File: config.mk
export PLATFORM = sky130hd
export DESIGN_NAME = mult_sequencer
export DESIGN_NICKNAME = d
export VERILOG_FILES = /design/src/rtl/mult_sequencer.sv
export SDC_FILE = /design/constraint.sdc
export NUM_CORES = 1
export LEC_CHECK = 0
export ABC_CLOCK_PERIOD_IN_PS = 9100
export BUFFER_PORTS_ARGS = -buffer_cell sky130_fd_sc_hd__buf_2
export CORE_UTILIZATION = 57
export CTS_CLUSTER_SIZE = 14
export DETAILED_ROUTE_END_ITERATION = 10
export GPL_TIMING_DRIVEN = 1
export PLACE_DENSITY = 0.78
export SYNTH_ARGS = -nofsm -noshare
export SYNTH_HDL_FRONTEND = slang
export SYNTH_SLANG_ARGS = --single-unit
File: constraint.sdc
create_clock -name clk -period 9.1 [get_ports clk]
set_clock_uncertainty 0.15 [all_clocks]
set_input_delay 0.455 -clock clk [delete_from_list [all_inputs] [get_ports clk]]
set_output_delay 0.455 -clock clk [all_outputs]
set_load 0.01 [all_outputs]
File: src/rtl/mult_sequencer.sv
// mult_sequencer: iterative 32x32 -> 64 shift-add multiplier feeding the HI/LO pair.
// One accepted request (start & ~flush, in IDLE or DONE) runs 32 shift-add steps in RUN;
// HI/LO are written on the last RUN edge and done pulses for the following DONE cycle.
// Optional feature macro: MULT_SIGNED_EN (signed MULT via magnitudes plus a final negate);
// without it is_signed is ignored and every operation is unsigned.
// Ports:
//   clk, rst        - clock, asynchronous active-high reset
//   start, flush    - multiply request from E stage, qualified by E-stage flush
//   is_signed       - 1 = MULT, 0 = MULTU
//   op_a, op_b      - multiplicand / multiplier (32 bit)
//   rd_hilo         - MFHI/MFLO present in E stage
//   busy, done      - RUN indicator, one-cycle completion pulse
//   stall_req       - combinational stall request to the hazard unit
//   hi, lo          - HI / LO registers
module mult_sequencer (
  input  logic        clk,
  input  logic        rst,
  input  logic        start,
  input  logic        flush,
  input  logic        is_signed,
  input  logic [31:0] op_a,
  input  logic [31:0] op_b,
  input  logic        rd_hilo,
  output logic        busy,
  output logic        done,
  output logic        stall_req,
  output logic [31:0] hi,
  output logic [31:0] lo
);

  localparam int unsigned DataW = 32;
  localparam int unsigned ProdW = 64;
  localparam int unsigned CntW  = 6;
  localparam logic [CntW-1:0] LastStep = CntW'(DataW - 1);

  typedef enum logic [1:0] {IDLE, RUN, DONE} stateT;

  stateT              state;
  stateT              nextState;
  logic               acc;
  logic               signedMode;
  logic               negIn;
  logic [DataW-1:0]   magA;
  logic [DataW-1:0]   magB;
  logic [ProdW-1:0]   mcand;
  logic [DataW-1:0]   mplier;
  logic [ProdW-1:0]   prod;
  logic [ProdW-1:0]   stepSum;
  logic [CntW-1:0]    cnt;
  logic               negRes;

  assign acc = start & ~flush;

`ifdef MULT_SIGNED_EN
  assign signedMode = is_signed;
`else
  // is_signed stays on the port but has no effect in the unsigned-only build
  logic unusedIsSigned;
  assign unusedIsSigned = is_signed;
  assign signedMode     = 1'b0;
`endif

  // Operand magnitudes; 0x80000000 negates to itself, which read unsigned is 2^31
  assign magA  = (signedMode & op_a[DataW-1]) ? DataW'(-op_a) : op_a;
  assign magB  = (signedMode & op_b[DataW-1]) ? DataW'(-op_b) : op_b;
  assign negIn = signedMode & (op_a[DataW-1] ^ op_b[DataW-1]);

  // One shift-add step: add the shifted multiplicand when the multiplier LSB is set
  assign stepSum = prod + (mplier[0] ? mcand : ProdW'(0));

  assign busy      = (state == RUN);
  assign done      = (state == DONE);
  assign stall_req = busy & (rd_hilo | start);

  // State register
  always_ff @(posedge clk or posedge rst) begin
    if (rst) begin
      state <= IDLE;
    end else begin
      state <= nextState;
    end
  end

  // Next-state logic; start is ignored while RUN
  always_comb begin
    nextState = state;
    case (state)
      IDLE:    if (acc) nextState = RUN;
      RUN:     if (cnt == LastStep) nextState = DONE;
      DONE:    nextState = acc ? RUN : IDLE;
      default: nextState = IDLE;
    endcase
  end

  // Datapath: operand latch on accept, iteration in RUN, HI/LO write on the last step
  always_ff @(posedge clk or posedge rst) begin
    if (rst) begin
      mcand  <= '0;
      mplier <= '0;
      prod   <= '0;
      cnt    <= '0;
      negRes <= 1'b0;
      hi     <= '0;
      lo     <= '0;
    end else if (state == RUN) begin
      prod   <= stepSum;
      mcand  <= mcand << 1;
      mplier <= mplier >> 1;
      cnt    <= cnt + CntW'(1);
      if (cnt == LastStep) begin
        {hi, lo} <= negRes ? ProdW'(-stepSum) : stepSum;
      end
    end else if (acc) begin
      mcand  <= ProdW'(magA);
      mplier <= magB;
      prod   <= '0;
      cnt    <= '0;
      negRes <= negIn;
    end
  end

endmodule
==> metrics.txt <==
placed cell count 1789; Startpoint Class flop; commonest non-fill, non-tap cells in the layout nand2_1, dfrtp_1, buf_2; Iteration-0 DRC Markers 644; clock latency at the later pin of the worst-skew pair between 0.5 and 0.6 ns; antenna violations before repair 0; row cnt 54; post-synth net total 1590; worst endpoint required time 9.35 ns; I/O Buffers 135; Layout area overhead 12.5%; Max-Cap Viols 0; fraction of layout instances using a drive strength above 1 between 15 and 20%; io pins 137; CTS sink cnt about 230; Cells after Synth about 1500; P per Cell Area between 400 and 500 nW/µm²; CP Capture Type flop; reg2reg start mplier[0]$_DFFE_PP0P_; async set-or-reset flop fraction in the synthesized netlist 100%; hold endpoint mcand[0]$_DFFE_PP0P_; final core occ 66.4%; H-tree depth 1; Finish-stage setup viols 0; reg-to-reg slack, setup 4.71 ns; largest net degree at the start of global routing 100; Die Y roughly 150 µm; DIE WIDTH 153 µm; Worst Min Path Start op_a[0]; final WL 30.3 mm; WL/cell 16.5 µm; Slew HR roughly a quarter; Worst-Margin Slew 1.11 ns; R2R depth 14; max incr delay on CP between 0.7 and 0.8 ns; vias in the first global route 10200; Buffers & Inverters on Critical Path 1; period utilization 48.2%; die area 23500 µm²; Num CTS Buffers 25; CTS max path bufs 3; Final nets 1672; final-report hold violation count 0; number of cells on the critical path 14; EDFF count, synth 0; Synth Cell Area 13000 µm²; fmax 228 MHz; Synth Area per Inst around 9 µm²; gr ovfl total 0; Core ar. around 22000 µm²; DRC errors left 0; CP Max Fanout 44; outcome complete, no violations; Leak Pwr ~7.2 nW; GRT Overall Usage 26.3%; fin cells about 1800; total number of vias 10800; ys flop type dfrtp_1; unrepaired setup endpoints after global routing false; max-slew violations 0; CP Class flop to flop; Final min period ~4.4 ns; hold path cells 3; Post-DRT Antenna Nets 0; Worst VDD drop ~0.00019 V; crit-path leading delay family compound AO/OA/AOI/OAI gates; CTS root buf clkbuf_16; most common cell after layout, fill and taps aside nand2_1; setup TNS 0 ns; post-synthesis sequential area ratio 44.5%; worst hold path type input port to flop; GP Congestion between 0.9 and 1; count of cell types in the netlist 68; total chip power between 0.005 and 0.006 W; Starting Density 59.0%; dpl hpwl 20.4 mm; yosys warns 0; data arrival time of the critical path between 4 and 5 ns; 1st-pass router iterations 5; RR Endpoint hi[28]$_DFFE_PP0P_; Antenna Cells 0; global-route wire length before repair roughly 51 mm; Via-to-Cell Ratio 5.86; clock slew at reported path FFs 0.06 ns; Seq cells post-synth 232; CTS tree built; cell mode on critical path a21o_1; Cell Chain, Critical Path buf_4, and2_1, ha_1, a21o_1, a21o_1, a211oi_1, o21ai_1, a221oi_2, a211oi_2, o21ai_2, a21oi_1, nand2b_1, xor2_1, mux2_2; Worst path slowest cell dfrtp_1
registers in the layout, summed over array words and instances, names as in the netlist:
register,cells
cnt,6
hi,32
lo,32
mcand,64
mplier,32
prod,64
state,2
logic make-up after synthesis:
group | count (synthesis) | synth area share [%]
and+or+nand+nor | 594 | 20.2
AOI/OAI and AO/OA | 381 | 20.8
DFF | 232 | 44.5
buffers and inverters | 113 | 3.32
adders and majority gates | 65 | 6.30
xor gates and xnor gates | 63 | 4.29
muxes | 7 | 0.605
worst max-delay path by stage:
stage,from,to
after floorplan,rst,cnt[0]$_DFFE_PP0P_
after global placement,mplier[0]$_DFFE_PP0P_,hi[28]$_DFFE_PP0P_
after detailed placement,mplier[0]$_DFFE_PP0P_,hi[28]$_DFFE_PP0P_
after CTS,mplier[0]$_DFFE_PP0P_,hi[28]$_DFFE_PP0P_
after global routing,mplier[0]$_DFFE_PP0P_,hi[28]$_DFFE_PP0P_
final,mplier[0]$_DFFE_PP0P_,hi[28]$_DFFE_PP0P_
stage by stage:
stage               area, µm²  hold WS, ns  setup slack [ns]
CTS                     14700     0.000527              4.76
floorplan               13000        0.306              2.13
global placement        13800        0.298              4.84
finish                  14700       0.0163              4.71
global route            14700       0.0121              4.46
detailed placement      13800        0.301              4.79
worst register-to-register path, stage by stage, from the launching register on:
cell	delay, ns
dfrtp_1	0.77
buf_4	0.49
and2_1	0.19
ha_1	0.28
a21o_1	0.23
a21o_1	0.19
a211oi_1	0.26
o21ai_1	0.16
a221oi_2	0.45
a211oi_2	0.18
o21ai_2	0.23
a21oi_1	0.10
nand2b_1	0.16
xor2_1	0.16
mux2_2	0.27
final cells by class:
cell class	count	area, µm²
multi-input cells	1110	6830
repair buffers	146	761
fillers	1817	7430
flip-flops and latches	232	5810
inverters	22	90.1
well taps	280	350
clock buffers	33	706
clock inverters	12	125
routing by layer:
layer  up-vias  track usage (%)  share of wire (%)
li1       5243                -                  -
met1      5169             37.7                 46
met2       306             41.7                 46
met3        43             4.14                5.9
met4         0             6.69                1.9
met5         -                0                  0
timing repair:
item,in CTS,in global routing
buffers inserted,0,0
resized for setup,0,0
hold buffers,1,0
hold endpoints to repair,74,0
cell usage after synthesis, drive strengths merged, types with 20 or more instances:
master / n / area (µm²)
a21o: 37 / 278
a21oi: 71 / 363
a22o: 91 / 797
a31oi: 78 / 515
and2: 66 / 413
clkbuf: 72 / 273
dfrtp: 232 / 5810
ha: 64 / 801
inv: 22 / 82.6
nand2: 346 / 1300
nand4: 20 / 125
nor2: 104 / 398
o21ai: 53 / 273
xnor2: 39 / 349
xor2: 24 / 210
report_power, final:
| group | switching [W] | total [W] | internal [W] |
|---|---|---|---|
| clock network | 0.000416 | 0.00102 | 0.000604 |
| registers | 0.000286 | 0.00177 | 0.00148 |
| logic | 0.00182 | 0.00315 | 0.00133 |
(Power assumes the default switching activity.)
